File: config.mk
export PLATFORM = sky130hd
export DESIGN_NAME = alu_ex_stage
export DESIGN_NICKNAME = d
export VERILOG_FILES = /design/src/rtl/alu_pkg.sv /design/src/rtl/alu_core.sv /design/src/rtl/alu_ex_stage.sv
export SDC_FILE = /design/constraint.sdc
export NUM_CORES = 1
export LEC_CHECK = 0
export BUFFER_PORTS_ARGS = -buffer_cell sky130_fd_sc_hd__buf_4
export CORE_ASPECT_RATIO = 1.25
export CORE_MARGIN = 2
export CORE_UTILIZATION = 35
export CTS_CLUSTER_SIZE = 8
export DETAILED_ROUTE_END_ITERATION = 7
export RECOVER_POWER = 100
export SYNTH_ARGS = -nofsm -noshare
export SYNTH_HDL_FRONTEND = slang
export SYNTH_SLANG_ARGS = --single-unit
File: constraint.sdc
create_clock -name clk -period 4.12 [get_ports clk]
set_input_delay 0.206 -clock clk [delete_from_list [all_inputs] [get_ports clk]]
set_output_delay 0.206 -clock clk [all_outputs]
set_load 0.01 [all_outputs]
File: src/rtl/alu_pkg.sv
// ALU control-code definitions, flag bit positions and code classification helpers.
package alu_pkg;

    localparam logic [3:0] ALUCON_AND = 4'b0000;
    localparam logic [3:0] ALUCON_OR  = 4'b0001;
    localparam logic [3:0] ALUCON_ADD = 4'b0010;
    localparam logic [3:0] ALUCON_SUB = 4'b0011;
    localparam logic [3:0] ALUCON_NOR = 4'b0100;
    localparam logic [3:0] ALUCON_XOR = 4'b0101;
    localparam logic [3:0] ALUCON_INC = 4'b0110;
    localparam logic [3:0] ALUCON_DEC = 4'b0111;
    localparam logic [3:0] ALUCON_NOT = 4'b1000;

    // Flag vector layout is {V,N,Z,C}
    localparam int FLAG_C = 0;
    localparam int FLAG_Z = 1;
    localparam int FLAG_N = 2;
    localparam int FLAG_V = 3;

    // Codes above NOT are unassigned
    function automatic logic alucon_illegal(input logic [3:0] code);
        return code > ALUCON_NOT;
    endfunction

    // AVR-style status update: only add/sub are allowed to change the stored carry
    function automatic logic alucon_keeps_c(input logic [3:0] code);
        return !((code == ALUCON_ADD) || (code == ALUCON_SUB));
    endfunction

endpackage

File: src/rtl/alu_core.sv
// Combinational ALU datapath: result and {V,N,Z,C} for one operation.
module alu_core
    import alu_pkg::*;
#(
    parameter int WIDTH = 8
) (
    input  logic [3:0]       alu_con,
    input  logic [WIDTH-1:0] op_a,
    input  logic [WIDTH-1:0] op_b,
    output logic [WIDTH-1:0] result,
    output logic [3:0]       flags,
    output logic             illegal
);

    logic [WIDTH-1:0] rhs;
    logic             sub_mode;
    logic             arith;
    logic [WIDTH:0]   sum;

    // Select the adder's second operand and direction; inc/dec reuse add/sub with a constant 1
    always_comb begin
        rhs      = op_b;
        sub_mode = 1'b0;
        arith    = 1'b0;
        case (alu_con)
            ALUCON_ADD: arith = 1'b1;
            ALUCON_SUB: begin arith = 1'b1; sub_mode = 1'b1; end
            ALUCON_INC: begin arith = 1'b1; rhs = WIDTH'(1); end
            ALUCON_DEC: begin arith = 1'b1; sub_mode = 1'b1; rhs = WIDTH'(1); end
            default:    ;
        endcase
        // Extra MSB is carry-out for add and borrow (A<B unsigned) for subtract
        sum = sub_mode ? ({1'b0, op_a} - {1'b0, rhs}) : ({1'b0, op_a} + {1'b0, rhs});
    end

    // Result mux and flag generation; illegal codes force everything to zero
    always_comb begin
        result  = '0;
        flags   = '0;
        illegal = 1'b0;
        case (alu_con)
            ALUCON_AND: result = op_a & op_b;
            ALUCON_OR:  result = op_a | op_b;
            ALUCON_NOR: result = ~(op_a | op_b);
            ALUCON_XOR: result = op_a ^ op_b;
            ALUCON_NOT: result = ~op_a;
            default:    result = sum[WIDTH-1:0];
        endcase
        if (arith) begin
            flags[FLAG_C] = sum[WIDTH];
            flags[FLAG_V] = sub_mode
                ? ((op_a[WIDTH-1] != rhs[WIDTH-1]) && (result[WIDTH-1] != op_a[WIDTH-1]))
                : ((op_a[WIDTH-1] == rhs[WIDTH-1]) && (result[WIDTH-1] != op_a[WIDTH-1]));
        end
        flags[FLAG_N] = result[WIDTH-1];
        flags[FLAG_Z] = (result == '0);
        if (alucon_illegal(alu_con)) begin
            result  = '0;
            flags   = '0;
            illegal = 1'b1;
        end
    end

endmodule

File: src/rtl/alu_ex_stage.sv
// Execute stage: ALU plus EX/MEM result register with valid/ready handshake and flush.
// Optional persistent status register enabled by defining ALU_STATUS_REG_EN.
module alu_ex_stage
    import alu_pkg::*;
#(
    parameter int WIDTH = 8
) (
    input  logic             clk,
    input  logic             rst_n,
    input  logic             in_valid,
    output logic             in_ready,
    input  logic [3:0]       alu_con,
    input  logic [WIDTH-1:0] op_a,
    input  logic [WIDTH-1:0] op_b,
    input  logic             flush,
    output logic             out_valid,
    input  logic             out_ready,
    output logic [WIDTH-1:0] result,
    output logic [3:0]       flags,
    output logic             illegal,
    output logic [3:0]       sreg
);

    logic [WIDTH-1:0] c_result;
    logic [3:0]       c_flags;
    logic             c_illegal;
    logic             accept;

    alu_core #(.WIDTH(WIDTH)) u_core (
        .alu_con (alu_con),
        .op_a    (op_a),
        .op_b    (op_b),
        .result  (c_result),
        .flags   (c_flags),
        .illegal (c_illegal)
    );

    // Ready depends only on register state and downstream ready, never on in_valid
    assign in_ready = !out_valid || out_ready;
    assign accept   = in_valid && in_ready && !flush;

    // EX/MEM register: flush kills, accept loads, drained slot empties, stall holds
    always_ff @(posedge clk or negedge rst_n) begin
        if (!rst_n) begin
            out_valid <= 1'b0;
            result    <= '0;
            flags     <= '0;
            illegal   <= 1'b0;
        end else if (flush) begin
            out_valid <= 1'b0;
        end else if (accept) begin
            out_valid <= 1'b1;
            result    <= c_result;
            flags     <= c_flags;
            illegal   <= c_illegal;
        end else if (out_ready) begin
            out_valid <= 1'b0;
        end
    end

`ifdef ALU_STATUS_REG_EN
    logic [3:0] sreg_q;

    // Status register follows accepted legal ops; inc/dec/logic keep the previous carry
    always_ff @(posedge clk or negedge rst_n) begin
        if (!rst_n) begin
            sreg_q <= '0;
        end else if (accept && !c_illegal) begin
            sreg_q <= alucon_keeps_c(alu_con) ? {c_flags[3:1], sreg_q[FLAG_C]} : c_flags;
        end
    end

    assign sreg = sreg_q;
`else
    assign sreg = 4'b0000;
`endif

endmodule
==> results.md <==
- RSZ-0062 raised after global routing: no
- Yosys reg bits: 13
- Share of cells above drive strength 1: 12.5%
- Final worst setup slack: 0.741 ns
- Yosys top cell area share: 17.0%
- CTS Buffer Depth: 2
- Fmax achieved: 296 MHz
- Worst hold path type: input pin to flip-flop
- Clock latency on the worst-skew pair: 0.24 ns
- Crit path DAT: 3.53 ns
- Most frequent cells in the layout: ha_1, buf_4, inv_1, nand2_1
- Gpl congestion: 0.814
- TritonCTS Buffers: 3
- Largest net degree at the start of global routing: 24
- Reg2Reg Depth: 5
- Synth Cell Area: 1920 um^2
- Height of the die: 86.8 um
- Via count: 1857
- Clk pin slew, worst setup/hold paths: 0.06 ns
- Crit-path max FO: 23
- H-tree depth: 1
- Setup Skew: 0.00458 ns
- Antenna-violating nets left: 0
- # diodes: 0
- Final min period: 3.38 ns
- Setup CP Type: input pin to flip-flop
- Port buffer count: 39
- P&R area growth vs syn: 14.0%
- Post-synth EDFFs: 0
- Wire length of the first global-routing pass: 7890 um
- Vias in the first global route: 1666
- Dominant cells by area after synthesis: dfrtp_1, ha_1, inv_1, mux2i_1, o21ai_0
- Critical path's slowest cell: a2111oi_0
- DRC: 0
- Static leakage: 1.03 nW
- Measured slew at the worst slew-check pin: 0.654 ns
- Io pins: 44
- VDD IR max: 0.0000687 V
- Status: finished clean
- Hold Violations, Final: 0
- Worst hold stages: 2
- Die ar.: 6090 um^2
- Drt first pass iters: 5
- Die W: 70.2 um
- Crit share post-route: 82.0%
- Initial antenna violation count: 0
- Top_reg_cell synth: dfrtp_1
- Power density of the placed cells: 243 nW/um^2
- Slew margin rel.: 56.4%
- Synthesis warning total: 0
- Drt initial violations: 65
- Final setup violation count: 0
- Post-place setup slack: 0.651 ns
- Critical Path End Type: flip-flop
- Slew Limit Fails: 0
- Distinct cells, synth: 55
- Mean Syn Cell Area: 7.89 um^2
- CP cell instances: buf_4 -> nand3b_1 -> nand2_1 -> inv_1 -> ha_1 -> nand2_1 -> o21ai_0 -> inv_1 -> ha_1 -> nor2b_1 -> or4b_2 -> o2111ai_1 -> a2111oi_0 -> nand4b_1 -> o31ai_2
- Sequential-to-total area share from yosys stat: 17.0%
- Crit start category: input pin
- Gr usage total: 15.9%
- CTS tree: yes
- Starting density of the core: 35.7%
- Via density: 5.53
- Clock sinks: 13
- Area of the core: 5370 um^2
- Row count: 30
- Worst path max stage delay: 0.58 ns
- Final setup TNS: 0 ns
- Root buffer cell: clkbuf_8
- Worst EP required: 4.27 ns
- Synth async-reset ratio: 100%
- Total wire length: 4820 um
- GRT overflow: 0
- Routed len/inst: 14.3 um
- DP Wirelength: 3920 um
- Total Nets Final: 324
- Synthesized instance count: 243
- Largest area contributor in the netlist: dfrtp_1
- Max-Cap Viols: 0
- Most common library cell in the layout ignoring fill and taps: ha_1
==> synth_stat cells, types with 2 or more instances <==
master and count:
nand2_1 20, a22oi_1 3, o31a_1 3, xnor2_1 3
o21ai_0 16, clkbuf_1 6, nand3_1 6, nor2b_1 4
a221oi_1 4, a21oi_1 15, or2_2 2, o221ai_1 2
a22o_1 6, o21a_1 4, dfrtp_1 13, buf_2 4
nand2b_1 5, mux2i_1 8, nor4_1 2, nor3_1 5
xor2_1 2, nor2_1 10, inv_1 22, buf_4 8
o311ai_0 3, ha_1 25, a21o_1 5, nand3b_1 2
o211ai_1 5, or3_1 3, o31ai_1 3
==> worst max-delay path: cells and delay by family <==
family / cells / cell delay (ns)
AO/OA/AOI/OAI: 4 / 1.11
adder cells (fa/ha/maj): 2 / 0.56
AND/OR/NAND/NOR: 6 / 1.31
buffers and inverters: 3 / 0.34
==> through the flow <==
step / std cells / cell area, um^2 / utilization, % / hold WS (ns) / total power [mW]
after global placement: 331 / 2200 / 41.0 / 0.0539 / 0.443
after detailed placement: 331 / 2200 / 41.0 / 0.0553 / 0.446
after global routing: 336 / 2190 / 40.7 / 0.110 / 0.580
after CTS: 336 / 2260 / 42.0 / 0.115 / 0.558
final: 336 / 2190 / 40.7 / 0.116 / 0.532
after floorplan: 246 / 1930 / - / -0.0896 / 0.353
==> logic make-up after synthesis <==
family | synth area share, %
adders and majority gates | 17.4
buffers and inverters | 9.85
AOI/OAI and AO/OA | 29.7
and+or+nand+nor | 18.7
xor gates and xnor gates | 2.28
other | 0.196
DFF | 17.0
muxes | 4.96
==> routing by layer <==
layer  global-route usage, %  up-vias  wire [um]
li1                        -      945          -
met1                    20.7      853       2190
met2                    27.6       51       2360
met3                    1.51        8        208
met4                    5.07        0         65
met5                       0        -          0
==> sequential cells by signal, indices dropped and copies added, names as in the netlist <==
signal     count
flags          4
illegal        1
out_valid      1
result         7
==> worst paths after layout <==
kind | start | end | slack, ns
worst max-delay path | alu_con[3] | flags[1] | 0.74
worst min-delay path | flush | out_valid | 0.12
worst max register to register | out_valid | flags[1] | 2.01
worst min register to register | flags[0] | flags[0] | 0.47
max in group asynchronous | rst_n | flags[2] | 3.19
min in group asynchronous | rst_n | result[1] | 0.50
==> timing repair <==
action / CTS / global route
endpoints found under the hold margin: 13 / 0
setup endpoints to repair: 0 / 0
gates resized for setup: 0 / 0
hold buffers: 1 / 0
setup buffers: 0 / 0
==> layout make-up <==
cell class                 instances  area [um^2]
clock buffer                       3         41.3
clock inverter                     1         5.00
fill                             571         3180
inverter                          23         86.3
multi-input combinational        192         1410
sequential                        13          325
tap                               64         80.1
timing repair buffer              40          243
==> report_power, final <==
part	internal, mW	switching, mW	total, mW
combinational	0.116	0.149	0.265
clock	0.0666	0.0430	0.110
sequential	0.147	0.0102	0.158
total	0.330	0.203	0.532
Power figures use the tool's default switching activity.
